[src/rtl/pipe_pkg.sv]
// Shared definitions for the decode-stage hazard controller: NOP optype, register-zero
// address, interrupt FSM encoding and scoreboard slot layout.
package pipe_pkg;

   localparam logic [5:0] OPTYPE_NOP       = 6'h3F;
   localparam logic [4:0] REG_ZERO         = 5'd0;
   localparam int         PIPE_DEPTH_DEF   = 3;
   localparam int         FLUSH_CYCLES_DEF = 2;

   typedef enum logic [1:0] {
      ST_RUN   = 2'd0,
      ST_DRAIN = 2'd1,
      ST_ENTER = 2'd2,
      ST_ISR   = 2'd3
   } int_state_e;

   typedef struct packed {
      logic       valid;
      logic [4:0] addr;
   } sb_slot_t;

endpackage

[src/rtl/reg_scoreboard.sv]
// Tracks destination registers of instructions in EX/MEM/WB and flags source matches.
// slot_q[0] is EX; every slot shifts one stage per cycle.
module reg_scoreboard
   import pipe_pkg::*;
#(
   parameter int PIPE_DEPTH = PIPE_DEPTH_DEF
) (
   input  logic       clk,
   input  logic       rst_n,
   input  logic       push,
   input  logic [4:0] addr,
   input  logic [4:0] rs,
   input  logic [4:0] rt,
   input  logic       uses_rs,
   input  logic       uses_rt,
   output logic       hit_rs,
   output logic       hit_rt,
   output logic       busy
);

   sb_slot_t slot_q [PIPE_DEPTH];
   sb_slot_t slot_d [PIPE_DEPTH];

   always_comb begin
      slot_d[0].valid = push;
      slot_d[0].addr  = push ? addr : REG_ZERO;
      for (int k = 1; k < PIPE_DEPTH; k++) begin
         slot_d[k] = slot_q[k-1];
      end
   end

   // NOTE: the slot array is reset explicitly; a stale valid bit after reset would stall decode.
   always_ff @(posedge clk or negedge rst_n) begin
      if (!rst_n) begin
         for (int k = 0; k < PIPE_DEPTH; k++) begin
            slot_q[k] <= '0;
         end
      end else begin
         slot_q <= slot_d;
      end
   end

   // The last slot still counts: the regfile write lands at the end of WB, with no write-through.
   always_comb begin
      hit_rs = 1'b0;
      hit_rt = 1'b0;
      busy   = 1'b0;
      for (int k = 0; k < PIPE_DEPTH; k++) begin
         busy = busy | slot_q[k].valid;
         if (slot_q[k].valid && slot_q[k].addr == rs) hit_rs = 1'b1;
         if (slot_q[k].valid && slot_q[k].addr == rt) hit_rt = 1'b1;
      end
      hit_rs = hit_rs & uses_rs & (rs != REG_ZERO);
      hit_rt = hit_rt & uses_rt & (rt != REG_ZERO);
   end

endmodule

[src/rtl/decode_hazard_ctrl.sv]
// Stage-2 hazard controller: RAW stalls from the scoreboard, flush bubbles after EX
// redirects, and the interrupt drain/enter/eret sequence.
module decode_hazard_ctrl
   import pipe_pkg::*;
#(
   parameter int PIPE_DEPTH   = PIPE_DEPTH_DEF,
   parameter int FLUSH_CYCLES = FLUSH_CYCLES_DEF
) (
   input  logic       clk,
   input  logic       rst_n,
   input  logic       id_valid,
   input  logic [4:0] id_rs,
   input  logic [4:0] id_rt,
   input  logic [4:0] id_rd,
   input  logic       id_uses_rs,
   input  logic       id_uses_rt,
   input  logic       id_eret,
   input  logic       ex_redirect,
   input  logic       int_req,
   output logic       ir_stall,
   output logic       ir_bubble,
   output logic       is_int,
   output logic       int_ack,
   output logic       in_isr,
   output logic       sb_busy
);

   localparam int FW = $clog2(FLUSH_CYCLES + 1);

   int_state_e    state_q, state_d;
   logic [FW-1:0] flush_cnt_q, flush_cnt_d;
   logic          hit_rs, hit_rt, hazard, flushing, push;

   assign hazard   = hit_rs | hit_rt;
   assign flushing = ex_redirect | (flush_cnt_q != '0);
   assign push     = id_valid & (id_rd != REG_ZERO) & ~ir_stall & ~ir_bubble;

   reg_scoreboard #(
      .PIPE_DEPTH(PIPE_DEPTH)
   ) u_sb (
      .clk    (clk),
      .rst_n  (rst_n),
      .push   (push),
      .addr   (id_rd),
      .rs     (id_rs),
      .rt     (id_rt),
      .uses_rs(id_uses_rs),
      .uses_rt(id_uses_rt),
      .hit_rs (hit_rs),
      .hit_rt (hit_rt),
      .busy   (sb_busy)
   );

   // NOTE: every output and next-state term gets a default first so no latch is inferred.
   always_comb begin
      state_d   = state_q;
      ir_stall  = 1'b0;
      ir_bubble = 1'b0;
      is_int    = 1'b0;
      int_ack   = 1'b0;
      in_isr    = 1'b0;

      if (flushing || state_q == ST_DRAIN || state_q == ST_ENTER) begin
         ir_bubble = 1'b1;
      end else if (hazard) begin
         ir_stall = 1'b1;
      end

      unique case (state_q)
         ST_RUN: begin
            if (int_req && !ex_redirect && flush_cnt_q == '0) state_d = ST_DRAIN;
         end
         ST_DRAIN: begin
            if (!sb_busy && !ex_redirect) state_d = ST_ENTER;
         end
         ST_ENTER: begin
            is_int  = 1'b1;
            int_ack = 1'b1;
            state_d = ST_ISR;
         end
         ST_ISR: begin
            in_isr = 1'b1;
            if (id_eret && !ir_stall) state_d = ST_RUN;
         end
         default: state_d = ST_RUN;
      endcase
   end

   always_comb begin
      flush_cnt_d = flush_cnt_q;
      if (ex_redirect) begin
         flush_cnt_d = FW'(FLUSH_CYCLES - 1);
      end else if (flush_cnt_q != '0) begin
         flush_cnt_d = flush_cnt_q - FW'(1);
      end
   end

   // NOTE: state registers use non-blocking assignments so all flops update together.
   always_ff @(posedge clk or negedge rst_n) begin
      if (!rst_n) begin
         state_q     <= ST_RUN;
         flush_cnt_q <= '0;
      end else begin
         state_q     <= state_d;
         flush_cnt_q <= flush_cnt_d;
      end
   end

endmodule

[config.mk]
export PLATFORM = sky130hd
export DESIGN_NAME = decode_hazard_ctrl
export DESIGN_NICKNAME = d
export VERILOG_FILES = /design/src/rtl/pipe_pkg.sv /design/src/rtl/reg_scoreboard.sv /design/src/rtl/decode_hazard_ctrl.sv
export SDC_FILE = /design/constraint.sdc
export NUM_CORES = 1
export LEC_CHECK = 0
export BUFFER_PORTS_ARGS = -buffer_cell sky130_fd_sc_hd__buf_2
export CELL_PAD_IN_SITES_DETAIL_PLACEMENT = 1
export CELL_PAD_IN_SITES_GLOBAL_PLACEMENT = 1
export CORE_MARGIN = 4
export CORE_UTILIZATION = 41
export CTS_CLUSTER_SIZE = 24
export DETAILED_ROUTE_END_ITERATION = 16
export HOLD_SLACK_MARGIN = 0.15
export PLACE_DENSITY_LB_ADDON = 0.1
export SETUP_SLACK_MARGIN = 0.2
export SKIP_CTS_REPAIR_TIMING = 1
export SLEW_MARGIN = 25
export SYNTH_ARGS = -nofsm -noshare
export SYNTH_HDL_FRONTEND = slang
export SYNTH_SLANG_ARGS = --single-unit
[constraint.sdc]
create_clock -name clk -period 2.4 [get_ports clk]
set_input_delay 0.48 -clock clk [delete_from_list [all_inputs] [get_ports clk]]
set_output_delay 0.48 -clock clk [all_outputs]
set_load 0.03 [all_outputs]
==> impl_metrics.tcl <==
set metrics [dict create \
    maxCapViolCount 0 \
    synth.avg_cell_area_um2 10.7 \
    h-tree-depth 1 \
    yosysSeqAreaShare 0.438 \
    status "completed" \
    finalNetCount 187 \
    syn_inst 117 \
    pwr-share-clk 0.145 \
    power_frac_comb 0.493 \
    hp-start "ex_redirect" \
    syn_to_final_growth_pct 28.7 \
    grt_pass1_wl_um 5020 \
    rsz0062_at_grt "yes" \
    cts_sinks 22 \
    leakage_nw 0.782 \
    synth_nets 145 \
    grt_max_degree 23 \
    critPathLaunch "u_sb.slot_d[1]" \
    busiest_layer "met2" \
    overflow 0 \
    worst_pin_slew_ns 0.629 \
    row_count 19 \
    path_clk_slew_ns 0.11 \
    grt_pass1_vias 1026 \
    worst_ep_arrival_time_ns 1.91 \
    clk_latency_ns 0.29 \
    internal_power_w 0.000820 \
    final_common_cell "buf_2" \
    ys.warnings.count 0 \
    clock-skew-final_ns 0.000730 \
    critPathKind "reg -> out" \
    drive_above_1_share 0.361 \
    synth.distinct_cells 31 \
    diodes 0 \
    cts_tree "yes" \
    period_needed_ns 2.39 \
    routedWlPerCell_um 17.0 \
    use_met3 0.0337 \
    setup_ws_ns 0.0134 \
    io_buffers 28 \
    drtIter0Drc 63 \
    crit_fanout 3 \
    timing.rr.start "state_q[1]" \
    vias 1019 \
    start_util 0.440 \
    clock-root-buffer "clkbuf_4" \
    timing.final.crit_share 0.994 \
    layout_common_cells "buf_2, dfrtp_1, xor2_1, xnor2_1, buf_4" \
    hold_viol 0 \
    grt_use_total 0.159 \
    remaining_drc_errors 0 \
    p_per_area_mw_per_mm2 822 \
    die_h_um 63.4 \
    gp_congestion 0.915 \
    ff_latch_area_um2 551 \
    die_area_mm2 0.00401 \
    required_ns 1.92 \
    hp-class "in -> reg" \
    synth_area_mm2 0.00126 \
    met2_usage 0.246 \
    cp-end-kind "output port" \
    start_kind "flip-flop" \
    preCtsSetupSlack_ns 0.00568 \
    viasPerCell 5.39 \
    firstDrtPassIters 4 \
    p_sw_w 0.000509 \
    fill_cells 322 \
    core_region_area_mm2 0.00285 \
    antenna_left 0 \
    cts_buffers 3 \
    drv_slew 0 \
    wirelength_um 3210 \
    dp_hpwl_um 2540 \
    clockBufferDepth 2 \
    p_sw_frac 0.383 \
    peakVddDrop_mv 0.466 \
    multi_input_area_um2 727 \
    die_w_um 63.4 \
    utilization 0.567 \
    io-pin-count 29 \
    met1_usage 0.225 \
    synth-seq-cells 22 \
    antenna_found_initial 0 \
    slew-limit-headroom 0.575 \
    p_seq_frac 0.362 \
    finalSetupViolations 0 \
    fmax_mhz 419 \
]
-- per-layer routing --
layer / routed length, um / vias up / part of all wire
li1: - / 491 / -
met1: 1530 / 503 / 0.48
met2: 1500 / 23 / 0.47
met3: 157 / 2 / 0.049
met4: 23 / 0 / 0.0072
met5: 0 / - / 0
-- cells by family after synthesis --
logic type | share of synthesized area
and+or+nand+nor | 0.165
xor gates and xnor gates | 0.216
DFF | 0.438
AOI/OAI and AO/OA | 0.103
buffers and inverters | 0.0279
adders and majority gates | 0.0498
-- metrics by stage --
stage | area [um2] | power [W] | cells | hold WS, ns | TNS [ns]
floorplan | 1260 | 0.000887 | 117 | 0.184 | 0
global placement | 1430 | 0.00101 | 174 | 0.438 | 0
detailed placement | 1430 | 0.00103 | 174 | 0.432 | 0
CTS | 1470 | 0.00123 | 178 | 0.123 | -0.177
global route | 1620 | 0.00144 | 189 | 0.366 | -0.186
finish | 1620 | 0.00133 | 189 | 0.379 | 0
-- critical path, cell delays in order (launching register included) --
cell	delay [ns]
dfrtp_1	0.44
xor2_1	0.19
nor4_2	0.35
nand3_2	0.12
a31o_1	0.23
a21oi_2	0.14
buf_6	0.14
-- synthesized netlist by cell type --
library cell | number | area (um2)
a21bo_2 | 1 | 10.0
a21oi_1 | 2 | 10.0
a31o_1 | 2 | 17.5
and2_1 | 5 | 31.3
and3_1 | 2 | 12.5
and4b_2 | 1 | 11.3
buf_2 | 1 | 5.00
buf_4 | 1 | 7.51
dfrtp_1 | 22 | 551
ha_1 | 5 | 62.6
inv_1 | 6 | 22.5
nand2_1 | 2 | 7.51
nand2b_1 | 1 | 6.26
nand3_1 | 3 | 15.0
nand3_2 | 2 | 20.0
nand4_1 | 3 | 18.8
nor2_1 | 4 | 15.0
nor4_1 | 4 | 25.0
o21a_1 | 2 | 15.0
o21ai_0 | 1 | 5.00
o21ai_1 | 2 | 10.0
o21bai_1 | 2 | 15.0
o22ai_1 | 1 | 6.26
o311ai_0 | 1 | 8.76
o31a_1 | 1 | 8.76
o31ai_1 | 3 | 22.5
or3_1 | 2 | 12.5
or4_1 | 3 | 22.5
or4b_1 | 1 | 10.0
xnor2_1 | 14 | 123
xor2_1 | 17 | 149
-- state kept, by name (all words and copies together), names as in the netlist --
signal,cells
state_q,2
u_sb.slot_q,6
u_sb.slot_d,12
flush_cnt_q,2
-- final cells by class --
cell class | count | share of cell area
Sequential cell | 22 | 0.341
Multi-Input combinational cell | 87 | 0.450
Clock buffer | 4 | 0.0224
Timing Repair Buffer | 39 | 0.149
Tap cell | 31 | 0.0240
Inverter | 6 | 0.0139
-- power groups by stage --
stage | clock [W] | sequential [W] | combinational [W]
floorplan | 0 | 0.000475 | 0.000412
global placement | 0 | 0.000487 | 0.000523
detailed placement | 0 | 0.000490 | 0.000544
CTS | 0.000200 | 0.000482 | 0.000548
global route | 0.000218 | 0.000488 | 0.000736
finish | 0.000193 | 0.000481 | 0.000654
-- worst paths after layout --
check                                      end  slack, ns  depth (start not counted)
worst min register to register  u_sb.slot_q[2]       0.47                          0
max in group asynchronous       u_sb.slot_q[4]       1.43                          2
worst min-delay path            flush_cnt_q[1]       0.38                          2
worst max register to register      state_q[1]       0.10                          8
min in group asynchronous       flush_cnt_q[0]       0.66                          2
worst max-delay path                  ir_stall       0.01                          6
Power figures use the tool's default switching activity.
